## src/rtl/round_robin_collector_pkg.sv

```systemverilog
// Shared definitions for the round-robin collector: station indices,
// output-register state encoding and a one-hot to index helper.
package collector_pkg;

    localparam logic [1:0] LIB    = 2'd0;
    localparam logic [1:0] FIRE   = 2'd1;
    localparam logic [1:0] SCHOOL = 2'd2;
    localparam logic [1:0] SHACK  = 2'd3;

    localparam int unsigned NSTATIONS = 4;

    typedef enum logic {
        EMPTY = 1'b0,
        FULL  = 1'b1
    } state_t;

    function automatic logic [1:0] onehot_to_idx(input logic [3:0] oh);
        logic [1:0] idx;
        idx = '0;
        for (int unsigned i = 0; i < NSTATIONS; i++) begin
            if (oh[i]) idx = 2'(i);
        end
        return idx;
    endfunction

endpackage

```

## src/rtl/round_robin_collector_if.sv

```systemverilog
// Station-side and downstream-side handshake bundle of the collector.
// The collector uses the slave view; whatever drives the stations uses master.
interface round_robin_collector_if #(
    parameter int WIDTH = 4
);
    logic             enable;
    logic [WIDTH-1:0] lib;
    logic [WIDTH-1:0] fire;
    logic [WIDTH-1:0] school;
    logic [WIDTH-1:0] shack;
    logic [3:0]       in_valid;
    logic [3:0]       in_ready;
    logic [WIDTH-1:0] dataOut;
    logic [1:0]       sel;
    logic             out_valid;
    logic             out_ready;

    modport master (
        output enable, lib, fire, school, shack, in_valid, out_ready,
        input  in_ready, dataOut, sel, out_valid
    );

    modport slave (
        input  enable, lib, fire, school, shack, in_valid, out_ready,
        output in_ready, dataOut, sel, out_valid
    );
endinterface

```

## src/rtl/round_robin_collector_arb.sv

```systemverilog
// Four-way round-robin grant: first requester at or after ptr, wrapping 3->0.
module rr_arbiter4
    import collector_pkg::*;
(
    input  logic [3:0] req,
    input  logic [1:0] ptr,
    input  logic       en,
    output logic [3:0] grant
);

    logic [1:0] idx;

    always_comb begin
        grant = '0;
        idx   = '0;
        if (en) begin
            for (int unsigned k = 0; k < NSTATIONS; k++) begin
                idx = ptr + 2'(k);
                if (req[idx] && (grant == 4'b0000)) grant[idx] = 1'b1;
            end
        end
    end

endmodule

```

## src/rtl/round_robin_collector.sv

```systemverilog
// Collects words from four stations in round-robin order into a
// single-entry output register with a valid/ready downstream handshake.
module round_robin_collector
    import collector_pkg::*;
#(
    parameter int WIDTH = 4
) (
    input  logic                  clk,
    input  logic                  reset,
    round_robin_collector_if.slave bus
);

    state_t           state;
    state_t           state_nxt;
    logic [1:0]       ptr;
    logic [1:0]       gidx;
    logic [3:0]       grant;
    logic             arb_en;
    logic             load;
    logic [WIDTH-1:0] word;

    // Reset gates the arbiter so in_ready is quiet while reset is held.
    assign arb_en = !reset && bus.enable && ((state == EMPTY) || bus.out_ready);

    rr_arbiter4 u_arb (
        .req   (bus.in_valid),
        .ptr   (ptr),
        .en    (arb_en),
        .grant (grant)
    );

    assign load         = |grant;
    assign gidx         = onehot_to_idx(grant);
    assign bus.in_ready = grant;
    assign bus.out_valid = (state == FULL);

    always_comb begin
        word = bus.lib;
        case (gidx)
            LIB:     word = bus.lib;
            FIRE:    word = bus.fire;
            SCHOOL:  word = bus.school;
            SHACK:   word = bus.shack;
            default: word = bus.lib;
        endcase
    end

    always_comb begin
        state_nxt = state;
        case (state)
            EMPTY:   if (load) state_nxt = FULL;
            FULL:    if (!load && bus.out_ready) state_nxt = EMPTY;
            default: state_nxt = EMPTY;
        endcase
    end

    always_ff @(posedge clk) begin
        if (reset) begin
            state       <= EMPTY;
            ptr         <= '0;
            bus.dataOut <= '0;
            bus.sel     <= '0;
        end else begin
            state <= state_nxt;
            if (load) begin
                bus.dataOut <= word;
                bus.sel     <= gidx;
                ptr         <= gidx + 2'd1;
            end
        end
    end

endmodule

```

## src/flat_wrapper.sv

```systemverilog
// flat-port wrapper written by rule: the top's interface ports become plain ports
module round_robin_collector_flat import collector_pkg::*;
#(
    parameter int WIDTH = 4
)
  (clk, reset, bus_enable, bus_lib, bus_fire, bus_school, bus_shack, bus_in_valid, bus_out_ready, bus_in_ready, bus_dataOut, bus_sel, bus_out_valid);
  round_robin_collector_if #(.WIDTH(WIDTH)) bus_i ();
  input  logic clk;
  input  logic reset;
  input wire logic [$bits(bus_i.enable)-1:0] bus_enable;
  input wire logic [$bits(bus_i.lib)-1:0] bus_lib;
  input wire logic [$bits(bus_i.fire)-1:0] bus_fire;
  input wire logic [$bits(bus_i.school)-1:0] bus_school;
  input wire logic [$bits(bus_i.shack)-1:0] bus_shack;
  input wire logic [$bits(bus_i.in_valid)-1:0] bus_in_valid;
  input wire logic [$bits(bus_i.out_ready)-1:0] bus_out_ready;
  output wire logic [$bits(bus_i.in_ready)-1:0] bus_in_ready;
  output wire logic [$bits(bus_i.dataOut)-1:0] bus_dataOut;
  output wire logic [$bits(bus_i.sel)-1:0] bus_sel;
  output wire logic [$bits(bus_i.out_valid)-1:0] bus_out_valid;
  assign bus_i.enable = bus_enable;
  assign bus_i.lib = bus_lib;
  assign bus_i.fire = bus_fire;
  assign bus_i.school = bus_school;
  assign bus_i.shack = bus_shack;
  assign bus_i.in_valid = bus_in_valid;
  assign bus_i.out_ready = bus_out_ready;
  assign bus_in_ready = bus_i.in_ready;
  assign bus_dataOut = bus_i.dataOut;
  assign bus_sel = bus_i.sel;
  assign bus_out_valid = bus_i.out_valid;
  round_robin_collector #(.WIDTH(WIDTH)) u_core (.clk(clk), .reset(reset), .bus(bus_i));
endmodule
```

## config.mk

```make
export PLATFORM = sky130hd
export DESIGN_NAME = round_robin_collector_flat
export DESIGN_NICKNAME = d
export VERILOG_FILES = /design/src/rtl/round_robin_collector_pkg.sv /design/src/rtl/round_robin_collector_if.sv /design/src/rtl/round_robin_collector_arb.sv /design/src/rtl/round_robin_collector.sv /design/src/flat_wrapper.sv
export SDC_FILE = /design/constraint.sdc
export NUM_CORES = 1
export LEC_CHECK = 0
export CAP_MARGIN = 15
export CORE_MARGIN = 2
export CORE_UTILIZATION = 50
export CTS_BUF_LIST = sky130_fd_sc_hd__clkbuf_8
export CTS_CLUSTER_DIAMETER = 40
export DETAILED_ROUTE_END_ITERATION = 8
export GPL_ROUTABILITY_DRIVEN = 0
export PLACE_DENSITY = 0.86
export SLEW_MARGIN = 10
export SYNTH_ARGS = -nofsm -noshare
export SYNTH_HDL_FRONTEND = slang
export SYNTH_SLANG_ARGS = --single-unit
```

## constraint.sdc

```tcl
create_clock -name clk -period 7.2 [get_ports clk]
set_input_delay 0.72 -clock clk [delete_from_list [all_inputs] [get_ports clk]]
set_output_delay 0.72 -clock clk [all_outputs]
set_load 0.01 [all_outputs]
```

==> flow_metrics.tcl <==
set metrics [dict create \
    outcome "finished clean" \
    report.power.total_w 0.000544 \
    clock.fmax_mhz 229 \
    tritoncts "yes" \
    portbufs 34 \
    cts.repair_timing.setup_buffer_count 0 \
    finalHoldViolCount 0 \
    detailroute.via_count 1189 \
    timing.critical_path.required_ps 6480 \
    finalWorstPathRequiredPeriod_ps 4360 \
    clk_root_buffer_cell "clkbuf_8" \
    cts_hold_repair.buffers 0 \
    antenna_violations_before_repair 0 \
    timing.final.crit_share_pct 60.5 \
    worst_path_arrival_time_ps 3640 \
    predominant_post_synthesis_flop_cell "dfxtp_1" \
    ioPinCount 35 \
    grt_first_pass_wirelength_mm 5.20 \
    globalRoute.totalOverflow 0 \
    cts_num_sinks 9 \
    criticalPathCategory "reg2out" \
    syn_area_per_cell_sq_um 8.80 \
    end_kind "output pin" \
    diodes_inserted 0 \
    detailed_place.area_sq_mm 0.00143 \
    layout-drive-gt1-share_pct 10.8 \
    summed_area_of_non_filler_cells_in_the_final_layout_sq_mm 0.00147 \
    seq_area_frac_synth_pct 16.8 \
    die_y_microns 50.3 \
    worst_slew_pin_slew_ps 487 \
    num_rows 16 \
    drt_iter0_markers 53 \
    worstSetupStartpointType "flip-flop" \
    finalWirelength_mm 3.10 \
    slew_viols_final 0 \
    library_cell_with_the_largest_summed_area_after_synthesis "dfxtp_1" \
    worst-r2r-cell-count 14 \
    synthMostInstantiatedCell "ha_1" \
    crit_fanout 10 \
    residual_drc 0 \
    flow.area_growth_from_synthesis_pct 37.2 \
    synth-warning-count 0 \
    synth.area.top_cells "dfxtp_1, ha_1, mux4_2" \
    postRouteAntennaNets 0 \
    initial_utilization_pct 53.6 \
    final.setup_skew_ps 0.701 \
    max-cap-violations 0 \
    grt_start_max_net_pins 12 \
    power.leakage_nw 0.581 \
    tns_ps 0 \
    worstSkewPairLatency_ps 230 \
    first_global_vias 1168 \
    inserted_clock_buffers 3 \
    unrepaired_setup_endpoints_after_global_routing "no" \
    cellPowerDensity_mw_per_mm2 370 \
    synth.distinct_cells 43 \
    num-nets-final 193 \
    firstDrtPassIters 4 \
    core_area_sq_mm 0.00200 \
    maxSlewHeadroom_pct 67.3 \
    cts.repair.resized 0 \
    ys_top_cells_by_count "ha_1, nand2_1, nor2_1" \
    worst_ir_drop_vdd_uv 221 \
    whs_path_depth 2 \
    post_synth_inst_count 122 \
    clk_transition_reported_paths_ps 50 \
    count_of_flip_flops_with_a_built_in_enable_after_synthesis 0 \
    die_x_extent_microns 50.3 \
    synth.top_cell.area_share_pct 16.8 \
    fp.dieArea_sq_mm 0.00253 \
    yosys_register_bits 9 \
    syn-cell-area_sq_mm 0.00107 \
    setup_viol_count_final 0 \
    drt-vias-per-instance 6.46 \
    drt-wirelength-per-cell_microns 16.9 \
    clk_path_buf_depth 2 \
    synth_async_reset_ratio_pct 0 \
    postLayoutCoreUtil_pct 73.6 \
    mappedNetlistNets 157 \
    estimated_wirelength_of_the_detail_placed_design_mm 2.47 \
    grt_util_all_layers_pct 26.4 \
    ctsHtreeMaxLevel 1 \
    min-delay-path-class "reg2reg" \
]
cell type report:
class	instances	area, sq um
fillers	153	529
well taps	27	33.8
multi-input cells	103	847
repair buffers	34	340
clock inverters	1	3.75
inverters	7	26.3
clock buffers	3	41.3
flip-flops and latches	9	180
state kept, by name, indices dropped and copies added, names as in the netlist:
| signal | count |
|---|---|
| u_core.bus.dataOut | 4 |
| u_core.bus.sel | 2 |
| u_core.ptr | 2 |
| u_core.bus.out_valid | 1 |
routing by layer:
metal,track usage [%],part of all wire [%],up-vias
li1,-,-,549
met2,46.5,50,62
met3,4.46,5.4,12
met1,32.1,42,566
met5,0,0,-
met4,9.91,2.0,0
worst paths after layout:
| check | start | end | slack, ps |
|---|---|---|---|
| max | u_core.ptr[0] | bus_in_ready[2] | 2840 |
| max reg2reg | u_core.ptr[0] | u_core.bus.dataOut[3] | 2990 |
| min reg2reg | u_core.bus.dataOut[0] | u_core.bus.dataOut[0] | 470 |
| min | u_core.bus.dataOut[0] | u_core.bus.dataOut[0] | 470 |
logic make-up after synthesis:
group,share of synthesized area (%)
compound gates,33.5
fa+ha+maj,12.8
buf+inv,4.31
flops,16.8
mux,15.0
simple gates,17.6
critical path, stage by stage (launching register included):
cell and delay (ps):
dfxtp_1 590, inv_1 250, ha_1 410, mux4_2 580, a21boi_4 180, and2_4 180
a221oi_2 350, a31oi_1 190, nor2_1 120, clkdlybuf4s50_1 550
cell usage in the layout (no fill, tap or decap), types with 2 or more instances in the layout:
| cell type | netlist | final |
|---|---|---|
| mux4_2 | 4 | 4 |
| a22oi_1 | 6 | 6 |
| or2_2 | 2 | 2 |
| a221oi_1 | 5 | 5 |
| clkdlybuf4s50_1 | 0 | 34 |
| ha_1 | 11 | 11 |
| inv_1 | 7 | 8 |
| o31ai_1 | 2 | 2 |
| nor2b_1 | 5 | 5 |
| nor2_1 | 10 | 10 |
| a21oi_1 | 5 | 5 |
| nand3_1 | 4 | 4 |
| nand2_1 | 10 | 10 |
| o2111ai_1 | 2 | 2 |
| clkbuf_8 | 0 | 3 |
| o211ai_1 | 2 | 2 |
| o21ai_0 | 3 | 3 |
| o311a_1 | 2 | 2 |
| mux2i_1 | 6 | 6 |
| dfxtp_1 | 9 | 9 |
| and3_1 | 2 | 2 |
| a221oi_2 | 2 | 2 |
power breakdown:
group / internal (W) / switching, W / total, W
clock: 0.0000372 / 0.0000200 / 0.0000572
sequential: 0.0000670 / 0.0000203 / 0.0000872
combinational: 0.000187 / 0.000213 / 0.000400
total: 0.000291 / 0.000253 / 0.000544
per-stage QoR:
step	setup WS, ps	hold slack (ps)	cells
after floorplan	3470	483	122
after global placement	3160	447	180
after detailed placement	3030	463	180
after CTS	2850	476	184
after global routing	2610	487	184
final	2840	470	184
No activity file was read; power rests on OpenSTA's default activity.
